==> config.mk <==
export PLATFORM = sky130hd
export DESIGN_NAME = adc_iodelay_align_ctrl
export DESIGN_NICKNAME = d
export VERILOG_FILES = /design/src/rtl/adc_align_pkg.sv /design/src/rtl/iodelay_eye_tracker.sv /design/src/rtl/adc_iodelay_align_ctrl.sv
export SDC_FILE = /design/constraint.sdc
export NUM_CORES = 1
export LEC_CHECK = 0
export BUFFER_PORTS_ARGS = -buffer_cell sky130_fd_sc_hd__clkbuf_2
export CORE_ASPECT_RATIO = 1.25
export CORE_MARGIN = 8
export CORE_UTILIZATION = 55
export DETAILED_ROUTE_END_ITERATION = 10
export GPL_TIMING_DRIVEN = 1
export PLACE_DENSITY = 0.75
export SETUP_SLACK_MARGIN = 0.02
export SYNTH_ARGS = -nofsm -noshare
export SYNTH_HDL_FRONTEND = slang
export SYNTH_SLANG_ARGS = --single-unit
==> constraint.sdc <==
create_clock -name clk_i -period 3.4 [get_ports clk_i]
set_clock_uncertainty 0.2 [all_clocks]
set_input_delay 0.68 -clock clk_i [delete_from_list [all_inputs] [get_ports clk_i]]
set_output_delay 0.68 -clock clk_i [all_outputs]
set_load 0.005 [all_outputs]
==> src/rtl/adc_align_pkg.sv <==
// Shared types and constants for the ADC lane IDELAY/bitslip alignment controller.
package adc_align_pkg;

    localparam int TAP_W    = 5;
    localparam int NUM_TAPS = 32;

    localparam logic [1:0] FAIL_NONE     = 2'd0;
    localparam logic [1:0] FAIL_EYE      = 2'd1;
    localparam logic [1:0] FAIL_ALIGN    = 2'd2;
    localparam logic [1:0] FAIL_READBACK = 2'd3;

    typedef enum logic [3:0] {
        ST_IDLE,
        ST_LOAD,
        ST_SETTLE,
        ST_CHECK,
        ST_NEXT,
        ST_CENTER,
        ST_CSETTLE,
        ST_SLIP_CHK,
        ST_SLIP,
        ST_SLIP_SETTLE,
        ST_DONE,
        ST_FAIL
    } align_state_t;

endpackage

==> src/rtl/iodelay_eye_tracker.sv <==
// Tracks the current and best run of stable taps during a sweep and
// derives the centre tap of the best (earliest on ties) window.
module iodelay_eye_tracker
    import adc_align_pkg::*;
(
    input  logic             i_clk,
    input  logic             i_rst_n,
    input  logic             i_clear,
    input  logic             i_step,
    input  logic             i_stable,
    input  logic [TAP_W-1:0] i_tap,
    output logic [TAP_W-1:0] o_best_start,
    output logic [TAP_W:0]   o_best_len,
    output logic [TAP_W-1:0] o_centre
);

    logic [TAP_W-1:0] r_cur_start;
    logic [TAP_W:0]   r_cur_len;
    logic [TAP_W-1:0] r_best_start;
    logic [TAP_W:0]   r_best_len;

    logic [TAP_W-1:0] w_run_start;
    logic [TAP_W:0]   w_run_len;

    assign w_run_start = (r_cur_len == '0) ? i_tap : r_cur_start;
    assign w_run_len   = r_cur_len + (TAP_W+1)'(1);

    always_ff @(posedge i_clk or negedge i_rst_n) begin
        if (!i_rst_n) begin
            r_cur_start  <= '0;
            r_cur_len    <= '0;
            r_best_start <= '0;
            r_best_len   <= '0;
        end else if (i_clear) begin
            r_cur_start  <= '0;
            r_cur_len    <= '0;
            r_best_start <= '0;
            r_best_len   <= '0;
        end else if (i_step) begin
            if (i_stable) begin
                r_cur_start <= w_run_start;
                r_cur_len   <= w_run_len;
                // Strictly greater: an equal-width later window never displaces the first.
                if (w_run_len > r_best_len) begin
                    r_best_start <= w_run_start;
                    r_best_len   <= w_run_len;
                end
            end else begin
                r_cur_len <= '0;
            end
        end
    end

    assign o_best_start = r_best_start;
    assign o_best_len   = r_best_len;
    // start + (len-1)/2 stays within 0..31 because start + len <= 32.
    assign o_centre     = r_best_start + TAP_W'((r_best_len - (TAP_W+1)'(1)) >> 1);

endmodule

==> src/rtl/adc_iodelay_align_ctrl.sv <==
// Per-lane ADC calibration: sweep IDELAY taps for the widest stable eye,
// park at its centre, then bitslip until the training word is seen.
module adc_iodelay_align_ctrl
    import adc_align_pkg::*;
#(
    parameter logic [7:0] TRAIN_PATTERN = 8'hA5,
    parameter int          SETTLE_CYC    = 8,
    parameter int          CHECK_CYC     = 16,
    parameter int          MIN_EYE       = 4,
    parameter int          MAX_BITSLIP   = 7
) (
    input  logic             clk_i,
    input  logic             rst_n_i,
    input  logic             start_i,
    input  logic [7:0]       data_i,
    input  logic [TAP_W-1:0] dl_cnt_val_i,
    output logic             dl_ce_o,
    output logic             dl_in_o,
    output logic [TAP_W-1:0] dl_cnt_in_o,
    output logic             dl_load_val_o,
    output logic             bitslip_o,
    output logic             busy_o,
    output logic             done_o,
    output logic             fail_o,
    output logic [1:0]       fail_code_o,
    output logic [TAP_W-1:0] tap_o,
    output logic [TAP_W:0]   eye_width_o
);

    localparam logic [7:0]       SETTLE_LAST = 8'(SETTLE_CYC - 1);
    localparam logic [7:0]       CHECK_LAST  = 8'(CHECK_CYC - 1);
    localparam logic [7:0]       SLIP_MAX    = 8'(MAX_BITSLIP);
    localparam logic [TAP_W:0]   EYE_MIN     = (TAP_W+1)'(MIN_EYE);
    localparam logic [TAP_W-1:0] LAST_TAP    = TAP_W'(NUM_TAPS - 1);

    align_state_t r_state;
    align_state_t w_state_nxt;

    logic [7:0]       r_cnt;
    logic [7:0]       r_slip_cnt;
    logic [TAP_W-1:0] r_tap;
    logic [TAP_W-1:0] r_tap_out;
    logic             r_centering;
    logic             r_stable;
    logic             r_match;
    logic [7:0]       r_first_word;
    logic [1:0]       r_fail_code;

    logic [1:0]       w_fail_code_nxt;
    logic             w_start_acc;
    logic             w_settle_last;
    logic             w_check_last;
    logic             w_readback_ok;
    logic             w_word_ok;
    logic [TAP_W-1:0] w_best_start_unused;
    logic [TAP_W:0]   w_best_len;
    logic [TAP_W-1:0] w_centre;

    assign w_start_acc   = start_i && ((r_state == ST_IDLE) || (r_state == ST_DONE) ||
                                       (r_state == ST_FAIL));
    assign w_settle_last = (r_cnt == SETTLE_LAST);
    assign w_check_last  = (r_cnt == CHECK_LAST);
    assign w_readback_ok = (dl_cnt_val_i == r_tap);
    assign w_word_ok     = (data_i == TRAIN_PATTERN);

    iodelay_eye_tracker u_eye (
        .i_clk        (clk_i),
        .i_rst_n      (rst_n_i),
        .i_clear      (w_start_acc),
        .i_step       (r_state == ST_NEXT),
        .i_stable     (r_stable),
        .i_tap        (r_tap),
        .o_best_start (w_best_start_unused),
        .o_best_len   (w_best_len),
        .o_centre     (w_centre)
    );

    always_comb begin
        w_state_nxt     = r_state;
        w_fail_code_nxt = r_fail_code;
        dl_load_val_o   = 1'b0;
        bitslip_o       = 1'b0;
        busy_o          = 1'b1;
        done_o          = 1'b0;
        fail_o          = 1'b0;
        case (r_state)
            ST_IDLE, ST_DONE, ST_FAIL: begin
                busy_o = 1'b0;
                done_o = (r_state == ST_DONE);
                fail_o = (r_state == ST_FAIL);
                if (w_start_acc) begin
                    w_state_nxt     = ST_LOAD;
                    w_fail_code_nxt = FAIL_NONE;
                end
            end
            ST_LOAD: begin
                dl_load_val_o = 1'b1;
                w_state_nxt   = r_centering ? ST_CSETTLE : ST_SETTLE;
            end
            ST_SETTLE, ST_CSETTLE: begin
                if (w_settle_last) begin
                    if (!w_readback_ok) begin
                        w_state_nxt     = ST_FAIL;
                        w_fail_code_nxt = FAIL_READBACK;
                    end else begin
                        w_state_nxt = (r_state == ST_CSETTLE) ? ST_SLIP_CHK : ST_CHECK;
                    end
                end
            end
            ST_CHECK: begin
                if (w_check_last) w_state_nxt = ST_NEXT;
            end
            ST_NEXT: begin
                w_state_nxt = (r_tap == LAST_TAP) ? ST_CENTER : ST_LOAD;
            end
            ST_CENTER: begin
                if (w_best_len < EYE_MIN) begin
                    w_state_nxt     = ST_FAIL;
                    w_fail_code_nxt = FAIL_EYE;
                end else begin
                    w_state_nxt = ST_LOAD;
                end
            end
            ST_SLIP_CHK: begin
                if (w_check_last) begin
                    if (r_match && w_word_ok) begin
                        w_state_nxt = ST_DONE;
                    end else if (r_slip_cnt == SLIP_MAX) begin
                        w_state_nxt     = ST_FAIL;
                        w_fail_code_nxt = FAIL_ALIGN;
                    end else begin
                        w_state_nxt = ST_SLIP;
                    end
                end
            end
            ST_SLIP: begin
                bitslip_o   = 1'b1;
                w_state_nxt = ST_SLIP_SETTLE;
            end
            ST_SLIP_SETTLE: begin
                if (w_settle_last) w_state_nxt = ST_SLIP_CHK;
            end
            default: w_state_nxt = ST_IDLE;
        endcase
    end

    always_ff @(posedge clk_i or negedge rst_n_i) begin
        if (!rst_n_i) begin
            r_state     <= ST_IDLE;
            r_cnt       <= '0;
            r_slip_cnt  <= '0;
            r_tap       <= '0;
            r_tap_out   <= '0;
            r_centering <= 1'b0;
            r_stable    <= 1'b1;
            r_match     <= 1'b1;
            r_fail_code <= FAIL_NONE;
        end else begin
            r_state     <= w_state_nxt;
            r_fail_code <= w_fail_code_nxt;
            // Every state entry restarts the shared settle/check counter.
            r_cnt       <= (w_state_nxt != r_state) ? 8'd0 : r_cnt + 8'd1;

            if (w_start_acc) begin
                r_tap       <= '0;
                r_tap_out   <= '0;
                r_slip_cnt  <= '0;
                r_centering <= 1'b0;
            end

            case (r_state)
                ST_NEXT:   if (r_tap != LAST_TAP) r_tap <= r_tap + TAP_W'(1);
                ST_CENTER: begin
                    r_tap       <= w_centre;
                    r_centering <= 1'b1;
                end
                ST_SLIP:   r_slip_cnt <= r_slip_cnt + 8'd1;
                default:   ;
            endcase

            if (r_state == ST_LOAD)
                r_stable <= 1'b1;
            else if (r_state == ST_CHECK && r_cnt != 8'd0 && data_i != r_first_word)
                r_stable <= 1'b0;

            r_match <= (r_state == ST_SLIP_CHK) ? (r_match && w_word_ok) : 1'b1;

            if (r_state == ST_SLIP_CHK && w_state_nxt == ST_DONE)
                r_tap_out <= r_tap;
        end
    end

    // Reference word for the stability check; pure data, no reset needed.
    always_ff @(posedge clk_i) begin
        if (r_state == ST_CHECK && r_cnt == 8'd0)
            r_first_word <= data_i;
    end

    assign dl_ce_o     = 1'b0;
    assign dl_in_o     = 1'b0;
    assign dl_cnt_in_o = r_tap;
    assign fail_code_o = r_fail_code;
    assign tap_o       = r_tap_out;
    assign eye_width_o = w_best_len;

endmodule
==> results of run 1 <==
-- power by group through the flow --
stage	clock, mW	sequential (mW)	combinational (mW)
after floorplan	0	1.08	1.05
after global placement	0	1.18	1.26
after detailed placement	0	1.19	1.29
after CTS	0.587	1.17	1.30
after global routing	0.615	1.21	1.44
final	0.569	1.18	1.28
-- Yosys cell counts (all sizes together), types with 4 or more instances --
cell,n
inv,27
nand3,21
xnor2,19
edfxtp,8
mux2i,16
and2,4
nand2,45
a31oi,5
a21oi,16
a211oi,10
a22oi,5
and3,8
a21o,5
nor3,7
nand4,7
dfrtp,55
xor2,12
ha,18
nor4,4
clkbuf,10
nor2,45
nand2b,8
o21ai,22
buf,7
-- cells by family (layout without fill, tap and decap cells) --
family                     after synthesis  in the layout  synth area share [%]
AOI/OAI and AO/OA                       77             77                  13.7
xor gates and xnor gates                31             31                  6.80
muxes                                   18             18                  4.57
buffers and inverters                   45             89                  4.92
and+or+nand+nor                        169            169                  22.0
DFF                                     65             65                  41.8
other                                    1              2                0.0939
adders and majority gates               19             19                  6.14
-- through the flow --
step                setup slack (ns)  std cells
floorplan                      0.566        426
global placement               0.416        543
CTS                            0.285        560
global route                  0.0600        560
detailed placement             0.300        543
finish                         0.285        560
-- worst max-delay path, delay by kind of cell (launching register included) --
family / cells / cell delay, ns
multiplexers: 1 / 0.21
buffers and inverters: 1 / 0.29
adder cells (fa/ha/maj): 1 / 0.30
AO/OA/AOI/OAI: 1 / 0.48
AND/OR/NAND/NOR: 5 / 0.81
XOR/XNOR: 1 / 0.27
flip-flops: 1 / 0.44
-- path summary, 6_finish.rpt --
| kind | start | end | slack, ns | depth (start not counted) |
|---|---|---|---|---|
| max | u_eye.r_cur_len[2] | u_eye.o_best_len[3] | 0.28 | 10 |
| min | r_centering | r_centering | 0.29 | 2 |
| max reg2reg | u_eye.r_cur_len[2] | u_eye.o_best_len[3] | 0.28 | 10 |
| min reg2reg | r_centering | r_centering | 0.29 | 2 |
| max in group asynchronous | rst_n_i | r_stable | 1.89 | 3 |
| min in group asynchronous | rst_n_i | r_cnt[5] | 0.49 | 2 |
-- sequential cells by signal (all words and copies together) (netlist names), 4 cells and up --
name                count
dl_cnt_in_o             5
r_cnt                   8
r_first_word            8
r_slip_cnt              8
r_state                 4
tap_o                   5
u_eye.o_best_len        6
u_eye.o_best_start      5
u_eye.r_cur_len         6
u_eye.r_cur_start       5
-- final cells by class --
type	count	area, um^2
clock buffers	13	149
inverters	28	105
multi-input cells	316	2140
fillers	604	2580
flip-flops and latches	65	1670
clock inverters	3	17.5
repair buffers	45	245
well taps	90	113
-- metal layers --
layer | part of all wire, % | up-vias | routed length (um) | GRT usage (%)
li1 | - | 1572 | - | -
met1 | 41 | 1562 | 3700 | 21.1
met2 | 54 | 58 | 4840 | 33.7
met3 | 2.7 | 21 | 244 | 3.18
met4 | 2.5 | 0 | 223 | 8.19
met5 | 0 | - | 0 | 0
==> flow_summary_export.csv, run 1 <==
group,metric,value,unit
grt,grt_pass1_vias,3284,
detailed_routing,wl,9010,um
grt,antenna_found_initial,0,
power,clockPowerShare,18.8,%
grt,overflow,0,
finish,final_common_cell,"dfrtp_1",
logic_synthesis,syn_area,0.00400,mm^2
worst_setup_path,crit_fanout,13,
detailed_routing,drt.antenna.violating_nets,0,
worst_setup_path,slowest_delay,0.48,ns
worst_setup_path,crit_path_end_kind,"flip-flop",
clock_tree,cts_root_buf,"clkbuf_8",
logic_synthesis,synth_area_leader_cell,"dfrtp_1",
power,p_seq_share,38.8,%
floorplanning,die_height,111,um
finish,syn_to_final_growth,11.1,%
timing,period_needed,3.12,ns
placement,place_area,0.00426,mm^2
finish,utilization,63.2,%
detailed_routing,drc,0,
power,leakage,2.04,nW
clock_tree,post-cts-setup-buffer-count,0,
detailed_routing,drtIter0Drc,218,
timing,holdWs,0.290,ns
timing,worst_pin_slew,0.684,ns
worst_setup_path,crit_arrival,3.13,ns
timing,setup_viol,0,
min_path,hold_path.class,"reg -> reg",
timing,relSlewSlack,54.2,%
power,p_int,1.80,mW
logic_synthesis,postSynthAreaPerCell,9.40,um^2
status,status,"finished clean",
logic_synthesis,synth_edf_count,8,
logic_synthesis,syn_inst,425,
logic_synthesis,synth-main-ff-cell,"dfrtp_1",
worst_setup_path,crit_chain,"nand3_1 -> nor2_1 -> xor2_1 -> ha_1 -> and4_1 -> and3_1 -> a2111oi_4 -> buf_4 -> mux2i_1 -> nor2_1",
floorplanning,io_pins,41,
clock_tree,clock_latency,0.34,ns
grt,grt_max_degree,28,
logic_synthesis,ys_seq_area_share,41.8,%
detailed_routing,firstDrtPassIters,7,
floorplanning,die_area,0.0103,mm^2
timing,fmax,321,MHz
finish,nets,500,
detailed_routing,vias,3213,
logic_synthesis,yosysWarnings,0,
placement,portBuffers,38,
power,pwr-share-comb,42.4,%
floorplanning,start_util,56.9,%
finish,fin_area,0.00444,mm^2
power,p_total,3.03,mW
floorplanning,num_rows,34,
clock_tree,cts-hold-fix-buffers,1,
detailed_routing,viasPerCell,5.74,
clock_tree,cts_buffers,9,
grt,grt_use_total,18.8,%
logic_synthesis,post-synth-top-area-fraction,34.5,%
power,swShare,40.6,%
timing,slew_violations,0,
worst_setup_path,crit_top_cell,"nor2_1",
finish,final_cell_mix,"dfrtp_1 (55), nand2_1 (44), nor2_1 (44)",
detailed_routing,wire_per_inst,16.1,um
timing,finalHoldViolations,0,
job,cap_violations,0,
clock_tree,cts.clk_slew.worst_paths,0.07,ns
logic_synthesis,synth_cell_type_count,62,
timing,setup-tns-final,0,ns
power,powerDensity,683,mW/mm^2
power,p_switching,1.23,mW
placement,hpwl,6910,um
logic_synthesis,synth_top_cells_by_area,"dfrtp_1 (34%), edfxtp_1 (6.0%), ha_1 (5.6%)",
clock_tree,cts-htree-levels,3,
worst_setup_path,crit_slowest_cell,"a2111oi_4",
worst_setup_path,required,3.42,ns
floorplanning,dieWidth,92.2,um
logic_synthesis,ys_ff_latch,65,
clock_tree,clock_path_buffers,2,
grt,grt_pass1_wl,15800,um
worst_setup_path,startpoint_type,"flip-flop",
finish,n_antenna_cell,0,
clock_tree,cts_tree,"yes",
clock_tree,cts_resized,0,
power,peakVddDrop,0.496,mV
placement,gp_congestion,0.913,
timing,period_share,91.6,%
logic_synthesis,ys_async_sr_fraction,87.7,%
clock_tree,clock_sinks,65,
floorplanning,coreArea,0.00702,mm^2
finish,drive_above_1_share,15.5,%
worst_setup_path,path_class,"reg -> reg",
timing,rsz0062_at_grt,"no",
Note: power is estimated with default switching activity, not from simulation.
==> run 2, diff against run 1 <==
--- a/config.mk
+++ b/config.mk
@@ -15,4 +15,5 @@
 export SETUP_SLACK_MARGIN = 0.02
 export SYNTH_ARGS = -nofsm -noshare
 export SYNTH_HDL_FRONTEND = slang
+export SYNTH_HIERARCHICAL = 1
 export SYNTH_SLANG_ARGS = --single-unit
==> run 2 against run 1 <==
Count of clock-buffer cells in the layout fell by 4; combinational power is 42% lower; via count grew 4.5%; clock power rose by 28%; routed wire length is 6.7% higher; cell count rose by 1.4%; total power is 18% lower; flip-flop and latch count stayed put; worst hold slack lost 0.032 ns; utilization down 0.37 points; register-to-register slack improved by 0.05 ns; synthesized cell count up 1.4%.
==> flow_summary_export.csv, run 2 <==
group,metric,value,unit
clock_tree,cts_buffers,9,
floorplanning,start_util,56.3,%
worst_setup_path,crit_path_end_kind,"flip-flop",
detailed_routing,wire_per_inst,16.9,um
floorplanning,coreArea,0.00736,mm^2
worst_setup_path,r2r_slack,0.33,ns
clock_tree,cts_root_buf,"clkbuf_8",
placement,place_area,0.00441,mm^2
worst_setup_path,crit_slowest_cell,"a31oi_1",
power,p_seq_share,40.7,%
power,leakage,2.11,nW
grt,grt_use_total,19.3,%
clock_tree,cts-hold-fix-buffers,0,
clock_tree,cts_tree,"yes",
finish,final_common_cell,"dfrtp_1",
detailed_routing,vias,3357,
floorplanning,die_height,113,um
min_path,hold_path.class,"in -> async",
logic_synthesis,ys_seq_area_share,40.3,%
finish,fin_area,0.00462,mm^2
job,cap_violations,0,
detailed_routing,drtIter0Drc,246,
finish,multi_input_area,0.00228,mm^2
worst_setup_path,path_class,"reg -> reg",
logic_synthesis,yosysWarnings,6,
finish,final_cell_mix,"dfrtp_1 (55), clkbuf_2 (38), nand3_1 (36)",
worst_setup_path,crit_top_cell,"ha_1",
clock_tree,clock_path_buffers,2,
detailed_routing,wl,9610,um
worst_setup_path,r2r_cells,8,
logic_synthesis,post-synth-top-area-fraction,33.2,%
worst_setup_path,critPathTopFamily,"compound AO/OA/AOI/OAI gates",
placement,hpwl,7010,um
logic_synthesis,syn_area,0.00414,mm^2
timing,finalHoldViolations,0,
worst_setup_path,crit_arrival,3.10,ns
detailed_routing,drt.antenna.violating_nets,0,
finish,syn_to_final_growth,11.6,%
worst_setup_path,rr_startpoint,"u_eye/r_cur_len[0]",
grt,grt_max_degree,58,
logic_synthesis,yosysMostFrequentCell,"dfrtp_1",
worst_setup_path,required,3.43,ns
floorplanning,io_pins,41,
worst_setup_path,timing.rr.end,"u_eye/o_best_start[4]",
power,peakVddDrop,0.299,mV
worst_setup_path,crit_buf_inv,0,
logic_synthesis,synth-main-ff-cell,"dfrtp_1",
power,clockPowerShare,29.5,%
detailed_routing,viasPerCell,5.91,
clock_tree,cts-htree-levels,3,
logic_synthesis,synth_cell_type_count,78,
clock_tree,cts_resized,0,
grt,overflow,0,
logic_synthesis,synth_edf_count,8,
clock_tree,post-cts-setup-buffer-count,0,
grt,antenna_found_initial,0,
floorplanning,num_rows,35,
power,powerDensity,536,mW/mm^2
detailed_routing,drc,0,
timing,period_share,90.2,%
power,p_int,1.58,mW
logic_synthesis,ys_ff_latch,65,
finish,seqCellArea,0.00167,mm^2
worst_setup_path,slowest_delay,0.44,ns
timing,relSlewSlack,42.3,%
timing,period_needed,3.07,ns
placement,portBuffers,38,
logic_synthesis,syn_inst,431,
worst_setup_path,crit_chain,"ha_1 -> nand3_1 -> xnor2_1 -> ha_1 -> and4_1 -> a31o_2 -> a31oi_1 -> mux2_2",
floorplanning,die_area,0.0106,mm^2
finish,n_antenna_cell,0,
finish,nets,506,
clock_tree,cts.clk_slew.worst_paths,0.08,ns
timing,slew_violations,0,
timing,rsz0062_at_grt,"no",
detailed_routing,firstDrtPassIters,6,
power,pwr-share-comb,29.8,%
worst_setup_path,startpoint_type,"flip-flop",
timing,setup_viol,0,
floorplanning,dieWidth,93.6,um
logic_synthesis,synth_top_cells_by_area,"dfrtp_1 (33%), edfxtp_1 (5.8%), ha_1 (5.4%)",
power,swShare,36.3,%
timing,worst_pin_slew,0.853,ns
clock_tree,clock_latency,0.35,ns
grt,grt_pass1_wl,16500,um
placement,gp_congestion,0.994,
timing,fmax,326,MHz
power,p_switching,0.899,mW
clock_tree,clock_sinks,65,
logic_synthesis,ys_top_cells_by_count,"dfrtp_1 (55), nand3_1 (36), nor2_1 (28)",
finish,top_regs,"r_cnt x8, r_first_word x8, r_slip_cnt x8",
finish,nFillCells,647,
grt,grt_pass1_vias,3406,
worst_setup_path,crit_fanout,5,
finish,drive_above_1_share,18.9,%
status,status,"finished clean",
logic_synthesis,ys_async_sr_fraction,87.7,%
logic_synthesis,postSynthAreaPerCell,9.61,um^2
logic_synthesis,synth_area_leader_cell,"dfrtp_1",
timing,setup-tns-final,0,ns
-- run 2: cell count changes in the layout (fill, tap and decap cells not counted), sizes merged, moves of 5 or more --
cell,change
nand2,-23
nor2,-17
nand3,+16
nor3,+9
xor2,+9
nor2b,+8
xnor2,-8
a21oi,+7
mux2i,-6
a211oi,-5
mux2,+5
nand2b,+5
-- run 2: area by class of cell --
type                    count  share of cell area, %
flip-flops and latches     65                   36.1
clock buffers               9                   2.68
well taps                  92                   2.49
inverters                  28                   2.27
repair buffers             44                   5.09
multi-input cells         323                   49.4
clock inverters             7                   2.03
-- run 2: how the worst max path moves through the flow --
stage / startpoint / end / slack, ns / cells after the start
final: u_eye/r_cur_len[0] / u_eye/o_best_start[4] / 0.33 / 8
after global routing: u_eye/r_cur_len[0] / u_eye/o_best_start[4] / 0.15 / 8
after CTS: u_eye/r_cur_len[0] / u_eye/o_best_start[4] / 0.36 / 8
after detailed placement: u_eye/r_cur_len[0] / u_eye/o_best_start[4] / 0.36 / 8
after global placement: u_eye/r_cur_len[0] / u_eye/o_best_len[0] / 0.45 / 8
after floorplan: u_eye/r_cur_len[0] / u_eye/o_best_len[0] / 0.59 / 8
-- run 2: cell families after synthesis --
family	count (synthesis)	share of synthesized area (%)
AOI/OAI and AO/OA	88	15.1
adders and majority gates	19	5.92
muxes	17	4.32
and+or+nand+nor	165	22.8
other	1	0.0905
buffers and inverters	44	4.74
DFF	65	40.3
xor gates and xnor gates	32	6.76
-- run 2: through the flow --
stage | worst slack (ns) | cells | power [mW] | util [%] | hold WS [ns]
final | 0.332 | 568 | 2.48 | 62.9 | 0.258
after global routing | 0.151 | 568 | 2.62 | 62.9 | 0.312
after CTS | 0.359 | 568 | 2.49 | 62.9 | 0.289
after detailed placement | 0.364 | 552 | 1.76 | 59.9 | 0.271
after global placement | 0.451 | 552 | 1.73 | 59.9 | 0.265
after floorplan | 0.595 | 432 | 1.54 | - | 0.184
-- run 2: layer usage --
layer / wire length [um] / GRT usage (%)
met3: 435 / 4.17
met2: 4890 / 32.3
met1: 4040 / 22.9
met4: 239 / 8.70
met5: 0 / 0
-- run 2: power by group through the flow --
stage	Combinational [mW]	Sequential, mW	Clock, mW
after floorplan	0.592	0.950	0
after global placement	0.712	1.01	0
after detailed placement	0.737	1.02	0
after CTS	0.740	1.01	0.745
after global routing	0.823	1.03	0.776
final	0.739	1.01	0.731
==> run 3, diff against run 2 <==
--- a/config.mk
+++ b/config.mk
@@ -8,10 +8,10 @@
 export BUFFER_PORTS_ARGS = -buffer_cell sky130_fd_sc_hd__clkbuf_2
 export CORE_ASPECT_RATIO = 1.25
 export CORE_MARGIN = 8
-export CORE_UTILIZATION = 55
+export CORE_UTILIZATION = 60
 export DETAILED_ROUTE_END_ITERATION = 10
 export GPL_TIMING_DRIVEN = 1
-export PLACE_DENSITY = 0.75
+export PLACE_DENSITY = 0.81
 export SETUP_SLACK_MARGIN = 0.02
 export SYNTH_ARGS = -nofsm -noshare
 export SYNTH_HDL_FRONTEND = slang
==> run 3 against run 2 <==
Utilization rose by 5.2 points; largest cell class unchanged; combinational power fell by 0.8%; fmax fell by 2.9%; global-route usage rose by 0.62 points; via count rose by 0.30%; flip-flop and latch count did not move; worst hold slack improved by 0.021 ns; critical path depth did not move; largest power group unchanged; routed wire length fell by 2.6%; total power fell by 0.66%; first-iteration DRC count fell by 27%; sequential share of layout area fell by 0.068 points.
==> flow_summary_export.csv, run 3 (synthesis results as in run 2) <==
group,metric,value,unit
worst_setup_path,startpoint_type,"flip-flop",
timing,period_share,92.9,%
floorplanning,start_util,60.9,%
finish,n_antenna_cell,0,
finish,nFillCells,555,
placement,portBuffers,38,
floorplanning,dieWidth,90.3,um
finish,final_cell_mix,"dfrtp_1 (55), clkbuf_2 (38), nand3_1 (36)",
grt,grt_pass1_vias,3369,
timing,period_needed,3.16,ns
worst_setup_path,critPathLaunch,"u_eye/r_cur_len[2]",
timing,relSlewSlack,46.5,%
detailed_routing,drc,0,
worst_setup_path,required,3.43,ns
clock_tree,cts-htree-levels,3,
clock_tree,cts_buffers,9,
power,clockPowerShare,29.0,%
power,p_total,2.46,mW
clock_tree,cts-hold-fix-buffers,0,
grt,grt.busiest_layer,"met2",
power,leakage,2.12,nW
timing,rsz0062_at_grt,"no",
clock_tree,cts_resized,0,
timing,slew_violations,0,
grt,overflow,0,
grt,grt_pass1_wl,15800,um
clock_tree,clock_latency,0.34,ns
finish,drive_above_1_share,18.6,%
detailed_routing,drt.antenna.violating_nets,0,
placement,gp_congestion,0.915,
detailed_routing,vias,3367,
timing,fmax,317,MHz
power,peakVddDrop,0.372,mV
detailed_routing,wire_per_inst,16.5,um
timing,setup_viol,0,
worst_setup_path,crit_fanout,11,
finish,top_regs,"r_cnt x8, r_first_word x8, r_slip_cnt x8",
detailed_routing,firstDrtPassIters,5,
worst_setup_path,timing.rr.end,"u_eye/o_best_len[0]",
detailed_routing,wl,9360,um
job,cap_violations,0,
finish,nets,508,
floorplanning,io_pins,41,
status,status,"finished clean",
grt,grt_util_met2,35.6,%
power,pwr-share-comb,29.8,%
grt,grt_use_total,19.9,%
worst_setup_path,r2r_cells,8,
clock_tree,cts.clk_slew.worst_paths,0.07,ns
detailed_routing,viasPerCell,5.93,
floorplanning,coreArea,0.00681,mm^2
worst_setup_path,crit_path_end_kind,"flip-flop",
floorplanning,die_area,0.00984,mm^2
power,powerDensity,531,mW/mm^2
grt,globalRouteMet1Util,22.0,%
worst_setup_path,r2r_slack,0.24,ns
clock_tree,post-cts-setup-buffer-count,0,
worst_setup_path,path_class,"reg -> reg",
worst_setup_path,rr_startpoint,"u_eye/r_cur_len[2]",
clock_tree,clock_path_buffers,2,
power,p_switching,0.858,mW
power,swShare,34.9,%
timing,worst_pin_slew,0.791,ns
grt,met3_usage,3.79,%
placement,hpwl,6950,um
floorplanning,num_rows,34,
clock_tree,clock_sinks,65,
clock_tree,cts_tree,"yes",
power,p_int,1.60,mW
power,p_seq_share,41.2,%
finish,syn_to_final_growth,11.8,%
grt,antenna_found_initial,0,
floorplanning,die_height,109,um
grt,grt_max_degree,58,
clock_tree,cts_root_buf,"clkbuf_8",
finish,utilization,68.1,%
worst_setup_path,crit_arrival,3.18,ns
finish,final_common_cell,"dfrtp_1",
min_path,hold_path.class,"in -> async",
detailed_routing,drtIter0Drc,180,
timing,setup-tns-final,0,ns
timing,finalHoldViolations,0,
[run 3: cell types whose count changed in the layout (fill, tap and decap cells not counted), sizes merged]
cell	delta
clkbuf	+4
buf	+2
clkinv	-3
inv	-1
[run 3: power groups by stage]
stage / clock, mW / combinational (mW) / sequential [mW]
global placement: 0 / 0.706 / 1.02
CTS: 0.729 / 0.734 / 1.01
floorplan: 0 / 0.592 / 0.950
global route: 0.768 / 0.808 / 1.03
finish: 0.713 / 0.733 / 1.01
detailed placement: 0 / 0.730 / 1.03
[run 3: worst max-delay path: stages (launching register included)]
cell and delay, ns:
dfrtp_1 0.57, nand3_1 0.23, o21a_1 0.26, or2_2 0.30, ha_1 0.31, and4_1 0.22
a31o_2 0.28, a31oi_1 0.28, mux2_2 0.38
[run 3: worst max-delay path by stage]
| stage | cells after the start | end |
|---|---|---|
| 2_1_floorplan | 8 | u_eye/o_best_len[0] |
| 3_3_place_gp | 8 | u_eye/o_best_start[4] |
| 3_5_place_dp | 8 | u_eye/o_best_len[0] |
| 4_1_cts | 8 | u_eye/o_best_start[4] |
| 5_1_grt | 8 | u_eye/o_best_start[4] |
| 6_report | 8 | u_eye/o_best_len[0] |
[run 3: metal layers]
layer	share of wire, %	vias up
met5	0	-
met4	3.1	0
met3	4.2	20
met2	52	87
met1	41	1627
li1	-	1633
[run 3: through the flow]
stage / worst slack (ns) / cell area [um^2] / std cells / hold slack [ns]
after floorplan: 0.595 / 4150 / 432 / 0.184
final: 0.241 / 4630 / 568 / 0.279
after detailed placement: 0.301 / 4420 / 552 / 0.276
after global routing: 0.159 / 4630 / 568 / 0.298
after global placement: 0.402 / 4420 / 552 / 0.270
after CTS: 0.291 / 4630 / 568 / 0.291
[run 3: final cells by class]
| class | count | area, um^2 | share of cell area (%) |
|---|---|---|---|
| timing repair buffer | 46 | 250 | 5.40 |
| clock buffer | 13 | 149 | 3.21 |
| inverter | 28 | 105 | 2.27 |
| tap | 90 | 113 | 2.43 |
| sequential | 65 | 1670 | 36.0 |
| clock inverter | 3 | 65.1 | 1.40 |
| multi-input combinational | 323 | 2280 | 49.3 |
